`config.mk`:
```
export PLATFORM = sky130hd
export DESIGN_NAME = char_num_conv
export DESIGN_NICKNAME = d
export VERILOG_FILES = /design/src/rtl/char_num_conv.sv
export SDC_FILE = /design/constraint.sdc
export NUM_CORES = 1
export LEC_CHECK = 0
export CORE_MARGIN = 5
export CORE_UTILIZATION = 28
export CTS_BUF_LIST = sky130_fd_sc_hd__clkbuf_8
export DETAILED_ROUTE_END_ITERATION = 7
export PLACE_DENSITY_LB_ADDON = 0.12
export SLEW_MARGIN = 10
export SYNTH_ARGS = -nofsm -noshare
export SYNTH_HDL_FRONTEND = slang
export SYNTH_SLANG_ARGS = --single-unit
```
`constraint.sdc`:
```
create_clock -name clk -period 14.45 [get_ports clk]
set_clock_uncertainty 0.1 [all_clocks]
set_input_delay 2.89 -clock clk [delete_from_list [all_inputs] [get_ports clk]]
set_output_delay 2.89 -clock clk [all_outputs]
set_load 0.005 [all_outputs]
```
`src/rtl/char_num_conv.sv`:
```
// char_num_conv: iterative binary<->MIX character conversion, one digit per cycle
module char_num_conv #(
    parameter int IN_W   = 30,
    parameter int DIGITS = 10,
    parameter int BYTE   = 6
) (
    input  logic                   clk,
    input  logic                   rst,
    input  logic                   start,
    input  logic                   mode,
    input  logic [IN_W-1:0]        in_bin,
    input  logic [DIGITS*BYTE-1:0] in_char,
    output logic                   busy,
    output logic                   stop,
    output logic [DIGITS*BYTE-1:0] out_char,
    output logic [IN_W-1:0]        out_bin,
    output logic                   overflow
);
    localparam int CW  = $clog2(DIGITS + 1);
    localparam int CHW = DIGITS * BYTE;
    localparam int EW  = IN_W + 4;

    typedef enum logic {IDLE, RUN} state_t;

    state_t          state, state_n;
    logic            mode_r, last;
    logic [CW-1:0]   cnt;
    logic [IN_W-1:0] x, q;
    logic [3:0]      r;
    logic [CHW-1:0]  sreg;
    logic [BYTE-1:0] top_b, dig, chr;
    logic [EW-1:0]   ext;

    // next state plus the per-digit datapath for both directions
    always_comb begin
        last    = cnt == CW'(DIGITS - 1);
        state_n = state == IDLE ? (start ? RUN : IDLE) : (last ? IDLE : RUN);
        busy    = state == RUN;
        q       = x / IN_W'(10);
        r       = 4'(x - q * IN_W'(10));
        chr     = BYTE'(30) + BYTE'(r);
        top_b   = sreg[CHW-1 -: BYTE];
        dig     = top_b % BYTE'(10);
        ext     = EW'(out_bin) * EW'(10) + EW'(dig);
    end

    // state register, operand latching and one conversion step per busy cycle
    always_ff @(posedge clk) begin
        if (rst) begin
            state    <= IDLE;
            stop     <= 1'b0;
            cnt      <= '0;
            mode_r   <= 1'b0;
            x        <= '0;
            sreg     <= '0;
            out_char <= '0;
            out_bin  <= '0;
            overflow <= 1'b0;
        end else begin
            state <= state_n;
            stop  <= 1'b0;
            if (state == IDLE && start) begin
                mode_r   <= mode;
                x        <= in_bin;
                sreg     <= in_char;
                cnt      <= '0;
                out_char <= '0;
                out_bin  <= '0;
                overflow <= 1'b0;
            end else if (state == RUN) begin
                cnt <= cnt + CW'(1);
                if (mode_r) begin
                    out_char <= (out_char >> BYTE) | (CHW'(chr) << (CHW - BYTE));
                    x        <= q;
                    if (last)
                        overflow <= q != '0;
                end else begin
                    out_bin <= ext[IN_W-1:0];
                    sreg    <= sreg << BYTE;
                    if (ext[EW-1:IN_W] != '0)
                        overflow <= 1'b1;
                end
                if (last)
                    stop <= 1'b1;
            end
        end
    end
endmodule

```
# --- After elaboration in Yosys (flattened, before gate mapping) ---
# Cells that the tools add are included.
word_totals:
  register_bits: 188
  input_bits: 94
  output_inout_bits: 93
classes:
  add_sub_neg: 4
  mul: 2
  n_div: 2
  eq_ne: 3
  muxes: 13
  bitwise: 3
  n_reduce_logical: 13
ops:
  columns: ["operator", "count"]
  rows:
  - ["60-bit 2-to-1 mux", 3]
  - ["30-bit 2-to-1 mux", 3]
  - ["54-bit by 60-bit OR with 60-bit output", 1]
  - ["34-bit by 6-bit adder with 34-bit output", 1]
  - ["30-bit by 3-bit multiplier with 33-bit output (second input constant)", 1]
  - ["30-bit by 4-bit divider with 30-bit output (second input constant)", 1]
  - ["30-bit by 3-bit multiplier with 3-bit output (second input constant)", 1]
  - ["30-bit nonzero test", 1]
  - ["2-bit AND reduction", 4]
  - ["1-bit 2-to-1 mux", 7]
  - ["5-bit by 4-bit adder with 6-bit output (first input constant)", 1]
  - ["6-bit by 4-bit remainder unit with 6-bit output (second input constant)", 1]
  - ["2-bit nonzero test", 3]
  - ["4-bit by 1-bit adder with 4-bit output (second input constant)", 1]
  - ["4-bit == test (second input constant)", 1]
  - ["2-bit by 1-bit inequality test with 1-bit output (second input constant)", 2]
  - ["4-bit nonzero test", 1]
  - ["4-bit subtractor", 1]
  - ["3-bit AND reduction", 1]
  - ["3-bit OR reduction", 1]
  - ["1-bit NOT", 2]
  - ["2-bit OR reduction", 1]
  - ["1-bit logical AND", 1]

# --- Logic depth before layout (Yosys ltp) ---
# Gate-level depths: netlist of the first run.
logic_depth:
  word_depth: 5
  depth_mapped: 53
  depth_no_buf: 43

# --- Worst setup path after synthesis of the first run ---
# OpenSTA, ideal clock, no wires.
synth_path:
  path_kind: "reg-to-reg"
  startpoint: "register x[25]"
  endpoint: "register out_char[57]"
  setup_ns: 0.086
  arrival_time_ns: 11.509
  required_time_ns: 14.264
  slack_ns: 2.755
  path_stages_with_launch: 51
  period_less_slack_ns: 11.695
  cell_sequence: "dfxtp_1 buf_2 buf_4 nor3b_1 o31ai_1 o211a_2 or3_1 a21oi_1 o21a_1 buf_2 mux2_2 a2111o_1 nand2_2 buf_6 nor2_1 a211o_1 and3_1 buf_2 (+15 left out) mux2_4 buf_2 and2_1 o31ai_1 a32oi_1 ha_1 nor2b_1 nor3_1 a2111oi_2 a21oi_1 o311ai_4 inv_1 ha_1 fa_1 xor2_1 xnor2_2 ha_1 a211oi_1"
synth_between:
  elab_chain_len: 5
synth_rtl:
  columns: ["element", "line", "text"]
  rows:
  - ["start, declared", "28", "logic [IN_W-1:0] x, q;"]
  - ["start signal, assigned", "64", "x <= in_bin;"]
  - ["start signal, assigned", "74", "x <= q;"]
  - ["30-bit by 4-bit divider with 30-bit output", "39", "q = x / IN_W'(10);"]
  - ["30-bit by 3-bit multiplier with 3-bit output", "40", "r = 4'(x - q * IN_W'(10));"]
  - ["4-bit subtractor", "40", null]
  - ["5-bit by 4-bit adder with 6-bit output", "41", "chr = BYTE'(30) + BYTE'(r);"]
  - ["54-bit by 60-bit OR with 60-bit output", "73", "out_char <= (out_char >> BYTE) | (CHW'(chr) << (CHW - BYTE));"]
  - ["end signal, assigned", "73", null]
  - ["end, declared", "15", "output logic [DIGITS*BYTE-1:0] out_char,"]
# Every way passes these cells.
# A chain may end at the register's enable or synchronous reset.

# --- Final worst setup path of the first run ---
layout_path:
  startpoint: "register x[27]"
  endpoint: "register out_char[57]"
# The elaborated chain is that of the path after synthesis.

==> results_dict.tcl, run 1 <==
set metrics [dict create \
    gp_congestion 0.876 \
    cp-start-kind "register" \
    final_nets 2066 \
    ys_ff_latch 188 \
    via_per_inst 5.33 \
    clk_latency_ns 0.56 \
    p_comb_frac 0.684 \
    powerDensity_nw_per_um2 191 \
    cts_buffers 17 \
    finalSetupTns_ns 0 \
    criticalPathCategory "register to register" \
    coreArea_sq_um 48500 \
    p_clk_frac 0.126 \
    wl_um 45000 \
    row_count 81 \
    status "complete, no violations" \
    cpPeakStageDelay_ns 0.61 \
    drc 0 \
    timing.final.crit_share 0.927 \
    grt_first_pass_wirelength_um 71600 \
    p_sw_frac 0.489 \
    cts-root-buf "clkbuf_8" \
    nFillCells 5213 \
    grt_pass1_vias 13100 \
    start_util 0.281 \
    arrival_ns 13.78 \
    die_area_sq_um 53300 \
    p_switching_mw 1.53 \
    path_common_cell "ha_1" \
    total_power_mw 3.13 \
    hold_ws_ns 0.346 \
    yosysWarnings 0 \
    synth_cell_types 112 \
    slew_headroom 0.256 \
    clockBufferDepth 2 \
    synth_common_cells "283 x nand2_1, 188 x dfxtp_1, 175 x a21oi_1, 168 x nor2_1, 103 x clkbuf_1" \
    yosysTopAreaCellShare 0.276 \
    min_period_ns 13.40 \
    drt.antenna.violating_nets 0 \
    worst_ir_drop_vdd_uv 212 \
    clk_pin_slew_ns 0.12 \
    crit_path_end_kind "register" \
    cts_sinks 188 \
    grt_max_degree 82 \
    overflow 0 \
    p_int_mw 1.60 \
    yosysMostFrequentCell "nand2_1" \
    drive_gt1_frac 0.0685 \
    io_pins 187 \
    netlist_top_cells_area "dfxtp_1 28%, nand2_1 7.8%, a21oi_1 6.4%, ha_1 6.3%, nor2_1 4.6%" \
    htreeDepth 4 \
    io_buffers 186 \
    rsz0062_at_grt "no" \
    grt_usage 0.165 \
    dr.pass1.iters 5 \
    drtIter0Drc 1070 \
    final_hold_viol_count 0 \
    die_height_um 231 \
    path_max_fanout 24 \
    setup_violations 0 \
    syn_nets 1977 \
    antenna_found_initial 6 \
    ys_seq_area_frac 0.276 \
    rr_startpoint "x[27]$_SDFFE_PP0P_" \
    wl_per_cell_um 17.7 \
    cts_tree "done" \
    synth_top_area_cell "dfxtp_1" \
    p_seq_frac 0.190 \
    required_ns 14.83 \
    min_path_type "register to register" \
    synth-edff-count 0 \
    vias 13500 \
    tightest_slew_ns 1.12 \
    syn2layout_area_growth_pct 20.2 \
    slew_viol_final 0 \
    max_freq_mhz 74.6 \
    syn_inst 1811 \
    critPathLaunch "x[27]$_SDFFE_PP0P_" \
    synthesis.area_sq_um 13700 \
    drv_cap 0 \
    synth.avg_cell_area_sq_um 7.54 \
    leakagePower_nw 5.82 \
    synth_top_flop_cell "dfxtp_1" \
    hp-start "out_char[13]$_SDFFE_PP0P_" \
    synth_async_sr_flop_share 0 \
    critPathSlowestCell "dfxtp_2" \
    die_w_um 231 \
    dp_hpwl_um 31500 \
]
## placed cells by master (no fill, tap or decap), drive strengths merged, types with 28 or more instances in the layout
master / n
nand2: 285
dfxtp: 188
clkdlybuf4s50: 185
a21oi: 175
nor2: 169
o21ai: 75
ha: 69
nor3: 55
inv: 54
xnor2: 49
a22oi: 47
a211oi: 46
nand3: 32
o22ai: 28
## logic make-up after synthesis
| group | synth area share |
|---|---|
| multiplexers | 0.0189 |
| buffers and inverters | 0.0577 |
| AO/OA/AOI/OAI | 0.299 |
| other | 0.000275 |
| flip-flops | 0.276 |
| adder cells (fa/ha/maj) | 0.0691 |
| AND/OR/NAND/NOR | 0.236 |
| XOR/XNOR | 0.0438 |
## area by class of cell
cell class | count | area (sq um) | share of cell area
multi-input cells | 1433 | 9180 | 0.559
inverters | 54 | 203 | 0.0124
clock inverters | 14 | 178 | 0.0108
clock buffers | 18 | 248 | 0.0151
flip-flops and latches | 188 | 3770 | 0.230
diodes | 2 | 5.00 | 0.000305
well taps | 622 | 778 | 0.0474
repair buffers | 206 | 2050 | 0.125
## metrics by stage
stage          instances  instance area (sq um)  utilization  setup WS [ns]
2_1_floorplan       1811                  13700            -           2.76
3_3_place_gp        2493                  15800        0.326          0.741
3_5_place_dp        2493                  15800        0.326          0.412
4_1_cts             2525                  16200        0.335          0.430
5_1_grt             2535                  16400        0.338         0.0150
6_report            2537                  16400        0.338           1.05
## critical path: cells and delay by family (launching register included)
kind	cells	cell delay, ns
AOI/OAI and AO/OA	22	6.75
and+or+nand+nor	10	3.03
adders and majority gates	4	1.25
muxes	3	0.94
DFF	1	0.61
xor gates and xnor gates	3	0.52
buffers and inverters	1	0.10
## timing repair
item / in CTS / in global routing
hold buffers: 0 / 0
hold endpoints to repair: 0 / 0
buffers inserted: 0 / 9
endpoints found under the setup margin: 0 / 5
resized for setup: 0 / 11
## power by group through the flow
stage / clock (mW) / sequential (mW) / combinational [mW]
after CTS: 0.419 / 0.596 / 2.06
after global routing: 0.438 / 0.603 / 2.38
after global placement: 0 / 0.608 / 2.03
after detailed placement: 0 / 0.608 / 2.05
after floorplan: 0 / 0.575 / 1.69
final: 0.395 / 0.597 / 2.14
## state kept, by name, summed over array words and instances (netlist names)
register,count
out_char,60
stop,1
overflow,1
x,30
busy,1
sreg,60
mode_r,1
cnt,4
out_bin,30
## worst paths after layout
path | end | slack [ns] | cells past startpoint
max reg2reg | out_char[57]$_SDFFE_PP0P_ | 1.05 | 43
max | out_char[57]$_SDFFE_PP0P_ | 1.05 | 43
min | out_char[7]$_SDFFE_PP0P_ | 0.35 | 2
min reg2reg | out_char[7]$_SDFFE_PP0P_ | 0.35 | 2
## routing by layer
metal / GRT usage / up-vias / part of all wire
met5: 0 / - / 0.0010
met4: 0.0436 / 8 / 0.014
met3: 0.0530 / 42 / 0.065
met2: 0.269 / 315 / 0.47
met1: 0.211 / 6333 / 0.45
li1: - / 6820 / -
Power figures use the tool's default switching activity.
==> run 2: changes to the inputs <==
--- a/config.mk
+++ b/config.mk
@@ -7,7 +7,7 @@
 export LEC_CHECK = 0
 export CORE_MARGIN = 5
 export CORE_UTILIZATION = 28
-export CTS_BUF_LIST = sky130_fd_sc_hd__clkbuf_8
+export CTS_BUF_LIST = sky130_fd_sc_hd__clkbuf_16
 export DETAILED_ROUTE_END_ITERATION = 7
 export PLACE_DENSITY_LB_ADDON = 0.12
 export SLEW_MARGIN = 10
==> run 2 against run 1 <==
  * Sequential cell count did not move
  * Core utilization rose by 0.36 points
  * Non-clock buffer count fell by 1
  * Sequential power barely moved
  * Power rose by 3.5%
  * Global-route usage barely moved
  * Combinational power barely moved
  * Clock power rose by 28%
  * Cell area rose by 1.1%
  * Cell count barely moved
  * Fmax barely moved
  * Critical endpoint unchanged
  * Highest routed layer unchanged
==> results_dict.tcl, run 2 (synthesis results as in run 1) <==
set metrics [dict create \
    drtIter0Drc 1070 \
    criticalPathCategory "register to register" \
    via_per_inst 5.33 \
    path_delay_family "compound AO/OA/AOI/OAI gates" \
    row_count 81 \
    path_max_fanout 24 \
    worst_ir_drop_vdd_uv 212 \
    path_common_cell "ha_1" \
    grt_first_pass_wirelength_um 71700 \
    tightest_slew_ns 1.12 \
    final_common_cell "nand2_1" \
    p_int_mw 1.70 \
    grt_pass1_vias 13100 \
    fin_ws_ns 1.04 \
    overflow 0 \
    drt.antenna.violating_nets 0 \
    p_sw_frac 0.477 \
    post-place-ws_ns 0.412 \
    drc 0 \
    coreArea_sq_um 48500 \
    timing.final.crit_share 0.928 \
    clockBufferDepth 2 \
    start_util 0.281 \
    p_comb_frac 0.660 \
    p_clk_frac 0.156 \
    final_hold_viol_count 0 \
    clk_latency_ns 0.49 \
    cts-root-buf "clkbuf_16" \
    min_path_type "register to register" \
    status "complete, no violations" \
    final_cell_mix "282 x nand2_1, 185 x clkdlybuf4s50_1, 182 x dfxtp_1" \
    hold_buffers 0 \
    io_buffers 186 \
    rsz0062_at_grt "no" \
    top_regs "out_char: 60 flops, sreg: 60 flops" \
    path_buf_inv 1 \
    syn2layout_area_growth_pct 21.5 \
    dp_hpwl_um 31500 \
    arrival_ns 13.71 \
    place_area_sq_um 15800 \
    slew_headroom 0.254 \
    powerDensity_nw_per_um2 196 \
    drv_cap 0 \
    clk_pin_slew_ns 0.08 \
    p_switching_mw 1.55 \
    grt_usage 0.165 \
    dr.pass1.iters 7 \
    gp_congestion 0.876 \
    r2r_slack_ns 1.04 \
    wl_um 45100 \
    die_area_sq_um 53300 \
    max_freq_mhz 74.6 \
    crit_path_end_kind "register" \
    cts_buffers 17 \
    grt_max_degree 82 \
    min_period_ns 13.41 \
    p_seq_frac 0.184 \
    wl_per_cell_um 17.8 \
    leakagePower_nw 5.90 \
    setup_violations 0 \
    vias 13500 \
    slew_viol_final 0 \
    die_height_um 231 \
    htreeDepth 4 \
    final_nets 2065 \
    io_pins 187 \
    critPathSlowestCell "dfxtp_2" \
    total_power_mw 3.24 \
    required_ns 14.76 \
    finalInstanceArea_sq_um 16600 \
    die_w_um 231 \
    finalSetupTns_ns 0 \
    antenna_found_initial 6 \
    cp-start-kind "register" \
    cpPeakStageDelay_ns 0.60 \
    drive_gt1_frac 0.0675 \
    cts_sinks 188 \
    cts_tree "done" \
]
## run 2: changes by cell type in the layout (fill, tap and decap cells not counted)
cell,before,now
buf_4,18,17
clkbuf_16,0,17
clkinv_1,7,8
clkbuf_8,18,0
## run 2: stage by stage
step,util,instances,hold slack [ns]
after floorplan,-,1811,0.332
after global placement,0.326,2493,0.344
after detailed placement,0.326,2493,0.346
after CTS,0.338,2525,0.357
after global routing,0.341,2534,0.370
final,0.342,2536,0.355
## run 2: layout make-up
| class | count | area (sq um) |
|---|---|---|
| sequential | 188 | 3770 |
| multi-input combinational | 1433 | 9180 |
| fill | 5193 | 32000 |
| timing repair buffer | 205 | 2040 |
| clock inverter | 15 | 181 |
| clock buffer | 17 | 425 |
| tap | 622 | 778 |
| antenna | 2 | 5.00 |
| inverter | 54 | 203 |
## run 2: worst min-delay path, cell delays in order (launching register included)
cell and delay [ns]:
dfxtp_1 0.31, nand2_1 0.05, a21oi_1 0.05
## run 2: per-layer routing
layer / vias up / share of wire / global-route usage / wire (um)
li1: 6819 / - / - / -
met1: 6347 / 0.45 / 0.211 / 20300
met2: 302 / 0.47 / 0.269 / 21000
met3: 52 / 0.067 / 0.0507 / 3000
met4: 8 / 0.016 / 0.0490 / 736
met5: - / 0.0011 / 0 / 48
## run 2: worst paths after layout
check                   startpoint  cells after the start                   endpoint
min reg2reg  sreg[54]$_SDFFE_PP0P_                      2    out_bin[0]$_SDFFE_PP0P_
max reg2reg     x[27]$_SDFFE_PP0P_                     43  out_char[57]$_SDFFE_PP0P_
min          sreg[54]$_SDFFE_PP0P_                      2    out_bin[0]$_SDFFE_PP0P_
max             x[27]$_SDFFE_PP0P_                     43  out_char[57]$_SDFFE_PP0P_
## run 2: power by group through the flow
stage	clock network, mW	logic (mW)	registers [mW]
3_5_place_dp	0	2.05	0.608
6_report	0.506	2.14	0.597
2_1_floorplan	0	1.69	0.575
4_1_cts	0.529	2.06	0.596
3_3_place_gp	0	2.03	0.608
5_1_grt	0.548	2.38	0.603
## run 2: timing repair
action | 4_1_cts | 5_1_grt
endpoints found under the setup margin | 0 | 4
buffers inserted | 0 | 8
gates resized for setup | 0 | 11
